==> config.mk <==
export PLATFORM = sky130hd
export DESIGN_NAME = cart_bus_master_flat
export DESIGN_NICKNAME = d
export VERILOG_FILES = /design/src/rtl/cart_bus_master_if.sv /design/src/rtl/cart_bus_master.sv /design/src/flat_wrapper.sv
export SDC_FILE = /design/constraint.sdc
export NUM_CORES = 1
export LEC_CHECK = 0
export BUFFER_PORTS_ARGS = -buffer_cell sky130_fd_sc_hd__buf_2
export CORE_UTILIZATION = 52
export DETAILED_ROUTE_END_ITERATION = 10
export PLACE_DENSITY = 0.85
export SLEW_MARGIN = 20
export SYNTH_ARGS = -nofsm -noshare
export SYNTH_HDL_FRONTEND = slang
export SYNTH_SLANG_ARGS = --single-unit
==> constraint.sdc <==
create_clock -name clk -period 4.09 [get_ports clk]
set_input_delay 0.2045 -clock clk [delete_from_list [all_inputs] [get_ports clk]]
set_output_delay 0.2045 -clock clk [all_outputs]
set_load 0.05 [all_outputs]
==> src/rtl/cart_bus_master_if.sv <==
// Request/response handshake between a requester and the cartridge bus initiator.
// The requester uses the master modport and cart_bus_master uses the slave modport.
interface cart_bus_master_if;
  logic        req_valid;
  logic        req_ready;
  logic        req_ppu;
  logic        req_write;
  logic [15:0] req_addr;
  logic [7:0]  req_wdata;
  logic        rsp_valid;
  logic [7:0]  rsp_rdata;

  modport master (
    output req_valid, req_ppu, req_write, req_addr, req_wdata,
    input  req_ready, rsp_valid, rsp_rdata
  );

  modport slave (
    input  req_valid, req_ppu, req_write, req_addr, req_wdata,
    output req_ready, rsp_valid, rsp_rdata
  );
endinterface

==> src/rtl/cart_bus_master.sv <==
// Famicom cartridge bus initiator: produces phased M2, /ROMSEL, R/W, address and data cycles
// on the CPU bus and /RD, /WR strobe cycles on the PPU bus. M2 free-runs, so it keeps toggling when idle.
module cart_bus_master #(
  parameter int M2_LOW_CYCLES  = 4,
  parameter int M2_HIGH_CYCLES = 4
) (
  input  logic             clk,
  input  logic             rst,
  cart_bus_master_if.slave bus,
  output logic             m2,
  output logic             romsel,
  output logic             cpu_rw,
  output logic [14:0]      cpu_addr,
  output logic [7:0]       cpu_data_out,
  output logic             cpu_data_oe,
  input  logic [7:0]       cpu_data_in,
  output logic             ppu_rd,
  output logic             ppu_wr,
  output logic [13:0]      ppu_addr,
  output logic             ppu_not_a13,
  output logic [7:0]       ppu_data_out,
  output logic             ppu_data_oe,
  input  logic [7:0]       ppu_data_in
);
  localparam int T    = M2_LOW_CYCLES + M2_HIGH_CYCLES;
  localparam int PH_W = $clog2(T);
  localparam logic [PH_W-1:0] PH_LAST   = PH_W'(T - 1);
  localparam logic [PH_W-1:0] PH_HIGH   = PH_W'(M2_LOW_CYCLES);
  localparam logic [PH_W-1:0] PH_STROBE = PH_W'(2);

  typedef enum logic [1:0] {IDLE, CPU, PPU} state_t;

  state_t          state_reg, state_next;
  logic [PH_W-1:0] ph_reg, ph_next;
  logic            write_reg, write_next;
  logic            a15_reg, a15_next;
  logic            m2_reg, m2_next;
  logic            romsel_reg, romsel_next;
  logic            cpu_rw_reg, cpu_rw_next;
  logic [14:0]     cpu_addr_reg, cpu_addr_next;
  logic [7:0]      cpu_dout_reg, cpu_dout_next;
  logic            cpu_oe_reg, cpu_oe_next;
  logic            ppu_rd_reg, ppu_rd_next;
  logic            ppu_wr_reg, ppu_wr_next;
  logic [13:0]     ppu_addr_reg, ppu_addr_next;
  logic            ppu_na13_reg, ppu_na13_next;
  logic [7:0]      ppu_dout_reg, ppu_dout_next;
  logic            ppu_oe_reg, ppu_oe_next;
  logic            rsp_valid_reg, rsp_valid_next;
  logic [7:0]      rsp_rdata_reg, rsp_rdata_next;
  logic            accept;
  logic            done;

  always_comb begin
    ph_next        = (ph_reg == PH_LAST) ? '0 : ph_reg + PH_W'(1);
    accept         = bus.req_valid & (ph_reg == '0);
    state_next     = state_reg;
    write_next     = write_reg;
    a15_next       = a15_reg;
    cpu_rw_next    = cpu_rw_reg;
    cpu_addr_next  = cpu_addr_reg;
    cpu_dout_next  = cpu_dout_reg;
    cpu_oe_next    = cpu_oe_reg;
    ppu_addr_next  = ppu_addr_reg;
    ppu_na13_next  = ppu_na13_reg;
    ppu_dout_next  = ppu_dout_reg;
    ppu_oe_next    = ppu_oe_reg;
    rsp_rdata_next = rsp_rdata_reg;

    // Period boundary: the previous transaction releases here and bus controls go idle
    // unless a new request is being loaded for the coming ph = 1.
    if (ph_reg == '0) begin
      state_next  = IDLE;
      cpu_rw_next = 1'b1;
      cpu_oe_next = 1'b0;
      ppu_oe_next = 1'b0;
      if (accept) begin
        write_next = bus.req_write;
        if (bus.req_ppu) begin
          state_next    = PPU;
          ppu_addr_next = bus.req_addr[13:0];
          ppu_na13_next = ~bus.req_addr[13];
          ppu_dout_next = bus.req_wdata;
          ppu_oe_next   = bus.req_write;
        end else begin
          state_next    = CPU;
          a15_next      = bus.req_addr[15];
          cpu_addr_next = bus.req_addr[14:0];
          cpu_rw_next   = ~bus.req_write;
          cpu_dout_next = bus.req_wdata;
          cpu_oe_next   = bus.req_write;
        end
      end
    end

    m2_next     = (ph_next >= PH_HIGH);
    romsel_next = ~(m2_next & a15_next & (state_next == CPU));
    ppu_rd_next = ~((state_next == PPU) & ~write_next & (ph_next >= PH_STROBE));
    ppu_wr_next = ~((state_next == PPU) &  write_next & (ph_next >= PH_STROBE));

    // The edge leaving ph = T-1 ends M2-high / the PPU strobe: sample read data here.
    done           = (ph_reg == PH_LAST) & (state_reg != IDLE);
    rsp_valid_next = done;
    if (done & ~write_reg)
      rsp_rdata_next = (state_reg == PPU) ? ppu_data_in : cpu_data_in;
  end

  always_ff @(posedge clk or posedge rst) begin
    if (rst) begin
      state_reg     <= IDLE;
      ph_reg        <= '0;
      write_reg     <= 1'b0;
      a15_reg       <= 1'b0;
      m2_reg        <= 1'b0;
      romsel_reg    <= 1'b1;
      cpu_rw_reg    <= 1'b1;
      cpu_addr_reg  <= '0;
      cpu_dout_reg  <= '0;
      cpu_oe_reg    <= 1'b0;
      ppu_rd_reg    <= 1'b1;
      ppu_wr_reg    <= 1'b1;
      ppu_addr_reg  <= '0;
      ppu_na13_reg  <= 1'b1;
      ppu_dout_reg  <= '0;
      ppu_oe_reg    <= 1'b0;
      rsp_valid_reg <= 1'b0;
      rsp_rdata_reg <= '0;
    end else begin
      state_reg     <= state_next;
      ph_reg        <= ph_next;
      write_reg     <= write_next;
      a15_reg       <= a15_next;
      m2_reg        <= m2_next;
      romsel_reg    <= romsel_next;
      cpu_rw_reg    <= cpu_rw_next;
      cpu_addr_reg  <= cpu_addr_next;
      cpu_dout_reg  <= cpu_dout_next;
      cpu_oe_reg    <= cpu_oe_next;
      ppu_rd_reg    <= ppu_rd_next;
      ppu_wr_reg    <= ppu_wr_next;
      ppu_addr_reg  <= ppu_addr_next;
      ppu_na13_reg  <= ppu_na13_next;
      ppu_dout_reg  <= ppu_dout_next;
      ppu_oe_reg    <= ppu_oe_next;
      rsp_valid_reg <= rsp_valid_next;
      rsp_rdata_reg <= rsp_rdata_next;
    end
  end

  assign bus.req_ready = (ph_reg == '0) & ~rst;
  assign bus.rsp_valid = rsp_valid_reg;
  assign bus.rsp_rdata = rsp_rdata_reg;
  assign m2            = m2_reg;
  assign romsel        = romsel_reg;
  assign cpu_rw        = cpu_rw_reg;
  assign cpu_addr      = cpu_addr_reg;
  assign cpu_data_out  = cpu_dout_reg;
  assign cpu_data_oe   = cpu_oe_reg;
  assign ppu_rd        = ppu_rd_reg;
  assign ppu_wr        = ppu_wr_reg;
  assign ppu_addr      = ppu_addr_reg;
  assign ppu_not_a13   = ppu_na13_reg;
  assign ppu_data_out  = ppu_dout_reg;
  assign ppu_data_oe   = ppu_oe_reg;
endmodule

==> src/flat_wrapper.sv <==
// flat-port wrapper written by rule: the top's interface ports become plain ports
module cart_bus_master_flat 
#(
  parameter int M2_LOW_CYCLES  = 4,
  parameter int M2_HIGH_CYCLES = 4
)
  (clk, rst, m2, romsel, cpu_rw, cpu_addr, cpu_data_out, cpu_data_oe, cpu_data_in, ppu_rd, ppu_wr, ppu_addr, ppu_not_a13, ppu_data_out, ppu_data_oe, ppu_data_in, bus_req_valid, bus_req_ppu, bus_req_write, bus_req_addr, bus_req_wdata, bus_req_ready, bus_rsp_valid, bus_rsp_rdata);
  cart_bus_master_if bus_i ();
  input  logic clk;
  input  logic rst;
  output logic m2;
  output logic romsel;
  output logic cpu_rw;
  output logic [14:0] cpu_addr;
  output logic [7:0] cpu_data_out;
  output logic cpu_data_oe;
  input  logic [7:0] cpu_data_in;
  output logic ppu_rd;
  output logic ppu_wr;
  output logic [13:0] ppu_addr;
  output logic ppu_not_a13;
  output logic [7:0] ppu_data_out;
  output logic ppu_data_oe;
  input  logic [7:0] ppu_data_in;
  input wire logic [$bits(bus_i.req_valid)-1:0] bus_req_valid;
  input wire logic [$bits(bus_i.req_ppu)-1:0] bus_req_ppu;
  input wire logic [$bits(bus_i.req_write)-1:0] bus_req_write;
  input wire logic [$bits(bus_i.req_addr)-1:0] bus_req_addr;
  input wire logic [$bits(bus_i.req_wdata)-1:0] bus_req_wdata;
  output wire logic [$bits(bus_i.req_ready)-1:0] bus_req_ready;
  output wire logic [$bits(bus_i.rsp_valid)-1:0] bus_rsp_valid;
  output wire logic [$bits(bus_i.rsp_rdata)-1:0] bus_rsp_rdata;
  assign bus_i.req_valid = bus_req_valid;
  assign bus_i.req_ppu = bus_req_ppu;
  assign bus_i.req_write = bus_req_write;
  assign bus_i.req_addr = bus_req_addr;
  assign bus_i.req_wdata = bus_req_wdata;
  assign bus_req_ready = bus_i.req_ready;
  assign bus_rsp_valid = bus_i.rsp_valid;
  assign bus_rsp_rdata = bus_i.rsp_rdata;
  cart_bus_master #(.M2_LOW_CYCLES(M2_LOW_CYCLES), .M2_HIGH_CYCLES(M2_HIGH_CYCLES)) u_core (.clk(clk), .rst(rst), .bus(bus_i), .m2(m2), .romsel(romsel), .cpu_rw(cpu_rw), .cpu_addr(cpu_addr), .cpu_data_out(cpu_data_out), .cpu_data_oe(cpu_data_oe), .cpu_data_in(cpu_data_in), .ppu_rd(ppu_rd), .ppu_wr(ppu_wr), .ppu_addr(ppu_addr), .ppu_not_a13(ppu_not_a13), .ppu_data_out(ppu_data_out), .ppu_data_oe(ppu_data_oe), .ppu_data_in(ppu_data_in));
endmodule
==> results.cfg <==
[power]
power_mw = 1.79
power_leakage_nw = 1.76
power-per-cell-area_nw_per_um2 = 514
max_rail_drop_vdd_uv = 339

[logic_synthesis]
synth_top_cell_area_share = 0.581
ys.warnings.count = 0
ys_async_sr_fraction = 1.00
synth_nets = 220
yosys-top-cells-area = dfrtp_1 58%, mux2_2 26%, dfstp_2 4.8%
synth_seq_cells = 68
synth.lib_cells_used.distinct = 25
register_area_share_after_synthesis = 0.629
synth_enable_flop_cells = 0
synth_area_leader_cell = dfrtp_1
ys_dominant_reg_cell = dfrtp_1
gate_count_after_technology_mapping = 172
synthMostInstantiatedCell = dfrtp_1
synth.cell_area_um2 = 2720
synth_top_cells_by_count = 63 x dfrtp_1, 62 x mux2_2, 5 x dfstp_2, 5 x inv_1, 5 x nand2_1
syn-mean-instance-area_um2 = 15.8

[critical_path]
worst-endpoint-required_ns = 4.31
r2r_cells = 4
worst_setup_path_end_kind = register
worst-setup-path-type = register to register
critical_path_arrival_ns = 2.25
startpoint_type = register
worst-path-max-fanout = 28

[clocking]
hold_buffers = 1
cts_num_sinks = 68
cts.repair_timing.setup_buffer_count = 0
clock_tree_from_tritoncts = built
cts_repair_resize_count = 0
cts.htree.levels = 3
insertion_delay_ns = 0.34
ctsRootBufferMaster = clkbuf_8
path_clk_slew_ns = 0.07
cts_made_buffers = 9
max-clock-path-buffers = 2

[cells_and_area]
filler_cell_count = 350
layout_cells_sized_above_1 = 0.671
layout.nets = 332
instances_no_fill = 356
post-route-util = 0.712
area_growth_syn_to_layout_pct = 28.0
flip_flop_count_of_the_largest_register_after_layout = 15
num_antenna_cells = 0

[routing]
ant_nets = 0
dr_total_vias = 1758
drt_first_pass_iters = 4
drt-wirelength-per-cell_um = 14.6
avgViaCountPerCell = 4.94
postRouteWirelength_um = 5200
post-route-drc-count = 0
detailedRoute.firstIterationViolations = 94

[placed_design]
portBuffers = 107
place_inst = 339
detailed_place_hpwl_um = 3590
gp_congestion = 0.704

[sta]
finalClockSkew_ns = 0.00326
tns_ns = 0
maxClockFrequency_mhz = 493
max_slew_margin = 0.482
hold_viol_final = 0
unrepaired_setup_endpoints_after_global_routing = false
slew_violations = 0
setup_viol_count_final = 0
post-route-period-util = 0.496
timing_worst_slew_pin_value_ns = 0.775
fin_crit_ns = 2.03

[floorplanning]
initial_core_util = 0.556
dieArea_um2 = 5510
ioPinCount = 108
die_h_um = 74.3
core_rows = 25
chipWidth_um = 74.3
floorplan.core_area_um2 = 4880

[global_routing]
largest_net_degree_at_the_start_of_global_routing = 37
grt_antenna_before_repair = 0
grt_pass1_wl_um = 8190
track_usage = 0.203
grt_pass1_vias = 1806
global_route_congestion_overflow_total = 0

[min_path]
hold_path.class = input port to register
worst_hold_path.num_cells = 2

[run]
cap_viol_max_count = 0

[status]
status = finished clean
metrics by stage:
stage	cell area (um^2)	worst slack [ns]	hold slack, ns
after detailed placement	3280	2.08	0.357
final	3480	2.06	0.0595
after global routing	3480	1.97	0.0700
after global placement	3280	2.15	0.347
after CTS	3480	2.05	0.0533
after floorplan	2720	2.18	0.264
routing by layer:
layer / vias up / part of all wire / global-route usage
li1: 820 / - / -
met1: 851 / 0.44 / 0.247
met2: 76 / 0.46 / 0.323
met3: 11 / 0.079 / 0.0786
met4: 0 / 0.019 / 0.0943
met5: - / 0 / 0
where the power goes:
part	switching [mW]	leakage (nW)	internal, mW	total, mW
Clock	0.230	0.0937	0.270	0.500
Combinational	0.361	0.850	0.133	0.494
Sequential	0.0382	0.817	0.755	0.793
logic make-up (layout without fill, tap and decap cells):
family	Yosys count	after routing	share of synthesized area
simple gates	16	16	0.0410
compound gates	9	9	0.0254
fa+ha+maj	3	3	0.0138
flops	68	68	0.629
mux	63	63	0.263
buf+inv	13	130	0.0281
critical path: stages, from the launching register on:
cell,delay [ns]
dfrtp_1,0.40
inv_1,0.07
ha_1,0.27
and4bb_2,0.76
mux2_2,0.41
path summary, 6_finish.rpt:
| check | start | end | slack (ns) |
|---|---|---|---|
| setup reg to reg | u_core.ph_reg[0] | u_core.cpu_data_out[0] | 2.06 |
| hold reg to reg | u_core.ph_reg[0] | u_core.ph_reg[0] | 0.46 |
| min in group asynchronous | rst | u_core.bus.rsp_rdata[6] | 0.54 |
| setup / recovery | u_core.ph_reg[0] | u_core.cpu_data_out[0] | 2.06 |
| hold / removal | bus_req_addr[13] | u_core.ppu_not_a13 | 0.06 |
| max in group asynchronous | rst | u_core.ppu_rd | 2.62 |
cells in the final DEF, fill, tap and decap left out, drive strengths merged, types with 2 or more instances in the layout:
master and instances:
dfstp 5, mux2 63, inv 5, buf 108, nand2 5, nor2 3, dfrtp 63, clkbuf 15
o21ai 2, ha 3, nor2b 3
final cells by class:
class | count | area (um^2) | area share
flip-flops and latches | 68 | 1710 | 0.491
multi-input cells | 91 | 931 | 0.268
repair buffers | 109 | 553 | 0.159
clock buffers | 15 | 176 | 0.0508
well taps | 67 | 83.8 | 0.0241
inverters | 5 | 18.8 | 0.00540
clock inverters | 1 | 5.00 | 0.00144
Power figures use the tool's default switching activity.
